[src/rtl/systolic_matmul_engine.sv]
// Output-stationary systolic array computing C = A*B: A streams rightward, B streams downward,
// and each PE(i,j) accumulates its own C element in place.
module systolic_matmul_engine #(
    parameter int M         = 2,
    parameter int K         = 2,
    parameter int N         = 2,
    parameter int OP_WIDTH  = 8,
    parameter int ACC_WIDTH = 32,
    parameter int SIGNED    = 0
) (
    input  logic                       clk,
    input  logic                       reset,
    input  logic                       start,
    output logic                       start_ready,
    input  logic [M*K*OP_WIDTH-1:0]    a,
    input  logic [K*N*OP_WIDTH-1:0]    b,
    output logic                       busy,
    output logic [M*N*ACC_WIDTH-1:0]   c,
    output logic                       c_valid,
    input  logic                       c_ready
);

    localparam int STEPS  = M + N + K - 2;
    localparam int STEP_W = (STEPS > 1) ? $clog2(STEPS) : 1;
    localparam int PW     = 2 * OP_WIDTH;
    localparam logic [STEP_W-1:0] LAST_STEP = STEP_W'(STEPS - 1);

    typedef enum logic [1:0] {IDLE, COMPUTE, DONE} state_t;

    state_t                  r_state;
    state_t                  w_stateNext;
    logic                    w_accept;
    logic [M*K*OP_WIDTH-1:0] r_a;
    logic [K*N*OP_WIDTH-1:0] r_b;
    logic [STEP_W-1:0]       r_step;

    logic [OP_WIDTH-1:0]  w_aFeed [M];
    logic [OP_WIDTH-1:0]  w_bFeed [N];
    logic [OP_WIDTH-1:0]  w_aIn   [M][N];
    logic [OP_WIDTH-1:0]  w_bIn   [M][N];
    logic [OP_WIDTH-1:0]  r_aPipe [M][N];
    logic [OP_WIDTH-1:0]  r_bPipe [M][N];
    logic [ACC_WIDTH-1:0] r_acc   [M][N];

    // Full-width product, then sign- or zero-extended into the accumulator width.
    function automatic logic [ACC_WIDTH-1:0] mulExt(input logic [OP_WIDTH-1:0] x,
                                                     input logic [OP_WIDTH-1:0] y);
        logic [PW-1:0] xe;
        logic [PW-1:0] ye;
        logic [PW-1:0] p;
        if (SIGNED != 0) begin
            xe = PW'($signed(x));
            ye = PW'($signed(y));
            p  = xe * ye;
            mulExt = ACC_WIDTH'($signed(p));
        end else begin
            xe = PW'(x);
            ye = PW'(y);
            p  = xe * ye;
            mulExt = ACC_WIDTH'(p);
        end
    endfunction

    always_ff @(posedge clk) begin
        if (reset) begin
            r_state <= IDLE;
        end else begin
            r_state <= w_stateNext;
        end
    end

    always_comb begin
        w_stateNext = r_state;
        w_accept    = 1'b0;
        start_ready = 1'b0;
        busy        = 1'b1;
        c_valid     = 1'b0;
        case (r_state)
            IDLE: begin
                start_ready = 1'b1;
                busy        = 1'b0;
                if (start) begin
                    w_accept    = 1'b1;
                    w_stateNext = COMPUTE;
                end
            end
            COMPUTE: begin
                if (r_step == LAST_STEP) begin
                    w_stateNext = DONE;
                end
            end
            DONE: begin
                c_valid = 1'b1;
                if (c_ready) begin
                    w_stateNext = IDLE;
                end
            end
            default: w_stateNext = IDLE;
        endcase
    end

    // Skewed edge feeds: row i lags by i steps and column j by j steps, so matching k meet in PE(i,j).
    always_comb begin
        int idx;
        idx = 0;
        for (int i = 0; i < M; i++) begin
            w_aFeed[i] = '0;
            idx = int'(r_step) - i;
            if (idx >= 0 && idx < K) begin
                w_aFeed[i] = r_a[OP_WIDTH*(i*K+idx) +: OP_WIDTH];
            end
        end
        for (int j = 0; j < N; j++) begin
            w_bFeed[j] = '0;
            idx = int'(r_step) - j;
            if (idx >= 0 && idx < K) begin
                w_bFeed[j] = r_b[OP_WIDTH*(idx*N+j) +: OP_WIDTH];
            end
        end
    end

    for (genvar gi = 0; gi < M; gi++) begin : g_row
        for (genvar gj = 0; gj < N; gj++) begin : g_col
            if (gj == 0) begin : g_aEdge
                assign w_aIn[gi][gj] = w_aFeed[gi];
            end else begin : g_aInner
                assign w_aIn[gi][gj] = r_aPipe[gi][gj-1];
            end
            if (gi == 0) begin : g_bEdge
                assign w_bIn[gi][gj] = w_bFeed[gj];
            end else begin : g_bInner
                assign w_bIn[gi][gj] = r_bPipe[gi-1][gj];
            end
        end
    end

    always_ff @(posedge clk) begin
        if (reset) begin
            r_a    <= '0;
            r_b    <= '0;
            r_step <= '0;
            for (int i = 0; i < M; i++) begin
                for (int j = 0; j < N; j++) begin
                    r_aPipe[i][j] <= '0;
                    r_bPipe[i][j] <= '0;
                    r_acc[i][j]   <= '0;
                end
            end
        end else if (w_accept) begin
            r_a    <= a;
            r_b    <= b;
            r_step <= '0;
            for (int i = 0; i < M; i++) begin
                for (int j = 0; j < N; j++) begin
                    r_aPipe[i][j] <= '0;
                    r_bPipe[i][j] <= '0;
                    r_acc[i][j]   <= '0;
                end
            end
        end else if (r_state == COMPUTE) begin
            r_step <= (r_step == LAST_STEP) ? '0 : r_step + 1'b1;
            for (int i = 0; i < M; i++) begin
                for (int j = 0; j < N; j++) begin
                    r_aPipe[i][j] <= w_aIn[i][j];
                    r_bPipe[i][j] <= w_bIn[i][j];
                    r_acc[i][j]   <= r_acc[i][j] + mulExt(w_aIn[i][j], w_bIn[i][j]);
                end
            end
        end
    end

    always_comb begin
        c = '0;
        for (int i = 0; i < M; i++) begin
            for (int j = 0; j < N; j++) begin
                c[ACC_WIDTH*(i*N+j) +: ACC_WIDTH] = r_acc[i][j];
            end
        end
    end

endmodule

[config.mk]
export PLATFORM = sky130hd
export DESIGN_NAME = systolic_matmul_engine
export DESIGN_NICKNAME = d
export VERILOG_FILES = /design/src/rtl/systolic_matmul_engine.sv
export SDC_FILE = /design/constraint.sdc
export NUM_CORES = 1
export LEC_CHECK = 0
export CAP_MARGIN = 5
export CORE_MARGIN = 2
export CORE_UTILIZATION = 45
export CTS_CLUSTER_DIAMETER = 100
export DETAILED_ROUTE_END_ITERATION = 10
export HOLD_SLACK_MARGIN = 0.06
export PLACE_DENSITY = 0.65
export SYNTH_ARGS = -nofsm -noshare
export SYNTH_HDL_FRONTEND = slang
export SYNTH_SLANG_ARGS = --single-unit
export TNS_END_PERCENT = 20
[constraint.sdc]
create_clock -name clk -period 14.85 [get_ports clk]
set_input_delay 2.97 -clock clk [delete_from_list [all_inputs] [get_ports clk]]
set_output_delay 2.97 -clock clk [all_outputs]
set_load 0.005 [all_outputs]
==> results by stage <==
Floorplan:
- The core region is 0.0464 mm^2.
- The chip width is 220 um.
- The die covers 0.0485 mm^2.
- The overall die height is 220 um.
- The number of I/O pins is 199.
- The number of standard-cell rows in the floorplan is 79.
- The initial core utilization is 0.453.

GRT:
- The number of global-route vias before repair came to 16.9k.
- The total overflow left after global routing is 0.
- The overall routing resource usage is 0.214.
- The first global-routing pass estimated 83800 um of wire.
- Entering global routing, the biggest net connects 77 pins.
- The number of antenna violations at the first check in global routing is 2.

Cells and area:
- 0 antenna diodes ended up in the layout.
- The top cell types in the final layout, fill and taps aside, are sky130_fd_sc_hd__nand2_1, sky130_fd_sc_hd__inv_1, sky130_fd_sc_hd__nor2_1.
- The fraction of final layout cells sized beyond drive strength 1 is 0.0395.
- The final non-filler cell total is 3116.
- At the end of the flow, the number of nets in the layout was 2916.
- The library cell used most frequently in the layout, excluding fill and tap cells, is sky130_fd_sc_hd__nand2_1.
- Relative to the synthesized area, the layout overhead comes to 16.7%.
- Summing all multi-input logic gate instances after layout gives 0.0137 mm^2.
- The filler cells instantiated in the layout total 4250.
- The combined flip-flop and latch cell area is 0.00617 mm^2.

STA:
- The number of max-slew violations in the final report came to 0.
- Setup violations remaining at the end of the flow were counted as 0.
- The clock period minus worst slack is 8.13 ns.
- The final cycle utilization of the critical path is 0.548.
- The timing-limited maximum frequency is 123 MHz.
- Setup total negative slack on the finished layout was measured at 0 ns.
- The worst max-slew margin expressed relative to the limit is 0.173.
- The hold violation count in the final report is 0.
- Setup repair after global routing left no endpoint under its margin.
- The clock arrives with 0.0150 ns of skew.
- The actual slew at the worst max-slew pin is 1.24 ns.

Power and ir drop:
- Of the total power, combinational logic draws 0.153.
- The clock network fraction of total power is 0.408.
- The share of total power dissipated in sequential elements is 0.438.
- The switching power is 480 uW.
- IR analysis of the VDD net gives a maximum drop of 0.0000755 V.
- Of the total power, the share spent switching nets is 0.277.
- The power density normalized to cell area is 70.7 mW/mm^2.
- Summed over all cells, the static leakage comes to 0.0109 uW.
- The internal portion of the total power is 1250 uW.

Logic synthesis:
- The number of enable-type register cells in the synthesized netlist is 160.
- The most used flip-flop cell after synthesis is sky130_fd_sc_hd__edfxtp_1.
- The compound-gate portion of the synthesized area came to 0.124.
- Of the total synthesized cell area, the portion taken by full adders, half adders and majority gates is 0.268.
- Counting flops and latches in the post-synthesis netlist gives 228.
- The area of the mapped netlist is 0.0210 mm^2.
- Of the total synthesized cell area, the portion taken by XOR and XNOR cells is 0.0496.
- The number of nets handed over by synthesis was 2744.
- Counting every instance in the synthesized netlist gives 2315.
- Of the synthesized area, sequential elements account for 0.293.
- Yosys printed 0 warnings.
- Of the total synthesized cell area, the portion taken by AND, OR, NAND and NOR gates is 0.191.
- The portion of synthesized area spent on multiplexers is 0.0181.
- The synthesized netlist contains 78 unique library cells.
- The synthesized area divided by synthesized cell count is 9.08 um^2.
- The combinational family with the most area after synthesis is adder cells.
- The fraction of registers with async set/reset is 0.

CTS:
- The insertion delay of the later-clocked pin in the worst-skew pair is 0.57 ns.
- No sink is reached through more buffers than the 3 on the longest clock path.
- The total of cells resized after clock tree synthesis is 0.
- In this run the clock root is driven by a sky130_fd_sc_hd__clkbuf_16.
- The clock tree from TritonCTS is built.
- Post-CTS timing repair inserted 0 buffers for setup.
- In this run the number of H-tree levels came out at 1.
- Clock tree synthesis inserted a total of 28 buffers.
- The number of buffers inserted for hold repair after clock tree synthesis is 0.
- CTS saw 228 sinks.
- Clock-pin slew was measured on the worst setup and hold paths at 0.06 ns.

Detailed routing:
- In the routed design, unresolved DRC markers number 0.
- The per-cell routed wire length is 16.6 um.
- The first routing iteration left 856 violations.
- In this run the remaining antenna-violating nets after routing total 0.
- The routed design has 51700 um of wire.
- The first detailed-routing pass ran for 5 iterations.
- The mean number of vias per cell is 5.39.
- Detailed routing inserted a total of 16.8k vias.

Worst setup path:
- The largest incremental delay on the critical path is 0.54 ns.
- Data on the critical path is required at its endpoint by 15.14 ns.
- STA classifies the critical path startpoint as a register.
- The largest fanout of any net on the critical path is 37.
- By startpoint and endpoint, the worst setup path is classified as reg2reg.
- On the critical path, the stage with the largest delay is an instance of sky130_fd_sc_hd__fa_1.
- Data on the critical path arrives at its endpoint at 8.42 ns.
- STA classifies the critical path endpoint as a register.

Min path:
- The class of the tightest hold or removal check is reg2reg.

Place:
- After detailed placement, the design holds a cell count of 3064.
- Buffers placed on the I/O ports in this run total 198.
- The congestion estimate from routability-driven global placement came to 0.909.
- The post-detailed-placement half-perimeter wirelength is 39800 um.

Outcome:
- The run finished with clean final reports.

Run:
- The reported max-cap violation count is 0.
-- final cells by class --
class / instances / area share
Clock buffer: 38 / 0.0356
Clock inverter: 14 / 0.00357
Inverter: 242 / 0.0370
Multi-Input combinational cell: 1780 / 0.558
Sequential cell: 228 / 0.251
Tap cell: 607 / 0.0310
Timing Repair Buffer: 207 / 0.0833
-- layer usage --
metal  vias to the layer above  wire length [um]  GRT usage
met4                         2              1190     0.0584
met3                        72              2560     0.0297
met2                       363             24600      0.362
met5                         -                10          0
li1                       8205                 -          -
met1                      8159             23300      0.286
-- synthesized netlist by cell type (9+ instances only) --
library cell | n | area [um^2]
sky130_fd_sc_hd__nand2_1 | 295 | 1110
sky130_fd_sc_hd__inv_1 | 242 | 908
sky130_fd_sc_hd__nor2_1 | 222 | 833
sky130_fd_sc_hd__ha_1 | 213 | 2670
sky130_fd_sc_hd__edfxtp_1 | 160 | 4800
sky130_fd_sc_hd__a21oi_1 | 153 | 766
sky130_fd_sc_hd__and2_1 | 148 | 926
sky130_fd_sc_hd__fa_1 | 148 | 2960
sky130_fd_sc_hd__dfxtp_1 | 68 | 1360
sky130_fd_sc_hd__xnor2_1 | 68 | 596
sky130_fd_sc_hd__o21ai_0 | 65 | 325
sky130_fd_sc_hd__nor3_1 | 62 | 310
sky130_fd_sc_hd__xor2_1 | 51 | 447
sky130_fd_sc_hd__clkbuf_1 | 47 | 176
sky130_fd_sc_hd__mux2i_1 | 38 | 380
sky130_fd_sc_hd__a21o_1 | 36 | 270
sky130_fd_sc_hd__a211oi_1 | 35 | 263
sky130_fd_sc_hd__nand3_1 | 28 | 140
sky130_fd_sc_hd__o21a_1 | 26 | 195
sky130_fd_sc_hd__nand4_1 | 20 | 125
sky130_fd_sc_hd__and3_1 | 17 | 106
sky130_fd_sc_hd__or3_1 | 16 | 100
sky130_fd_sc_hd__o211ai_1 | 13 | 97.6
sky130_fd_sc_hd__or2_2 | 11 | 68.8
sky130_fd_sc_hd__o21bai_1 | 9 | 67.6
-- flip-flops by register name, summed over array words and instances, names as in the netlist --
register  count
r_a          32
r_aPipe      16
r_acc       128
r_b          32
r_bPipe      16
r_state       2
r_step        2
-- worst paths after layout --
kind / from / endpoint / slack [ns] / depth (start not counted)
worst min-delay path: r_b[28] / r_b[28] / 0.45 / 2
worst max-delay path: r_step[0] / r_acc[1][58] / 6.72 / 28
worst max register to register: r_step[0] / r_acc[1][58] / 6.72 / 28
worst min register to register: r_b[28] / r_b[28] / 0.45 / 2
-- worst max-delay path: cells and delay by family (launching register included) --
family | cells | cell delay [ns]
adders and majority gates | 7 | 3.12
and+or+nand+nor | 5 | 1.26
xor gates and xnor gates | 2 | 0.37
AOI/OAI and AO/OA | 9 | 2.02
DFF | 1 | 0.31
buffers and inverters | 5 | 0.78
-- stage by stage --
step	utilization	area, um^2	setup WS [ns]	hold WS, ns	power (uW)
after detailed placement	0.509	23600	6.70	0.447	1040
after global placement	0.509	23600	6.96	0.442	1030
after CTS	0.529	24500	6.66	0.455	1750
after floorplan	-	21000	7.26	0.436	916
after global routing	0.529	24500	6.14	0.469	1810
final	0.529	24500	6.72	0.454	1730
-- cell families (layout without fill, tap and decap cells) --
logic type	after synthesis	in the layout
AOI/OAI and AO/OA	405	405
xor gates and xnor gates	119	119
adders and majority gates	361	361
buffers and inverters	307	501
DFF	228	228
muxes	38	38
and+or+nand+nor	857	857
-- power groups by stage --
stage               logic, uW  clock network (uW)  registers, uW
floorplan                 154                   0            762
global placement          262                   0            773
detailed placement        266                   0            773
CTS                       268                 725            760
global route              295                 746            766
finish                    266                 709            760
Note: power is estimated with default switching activity, not from simulation.
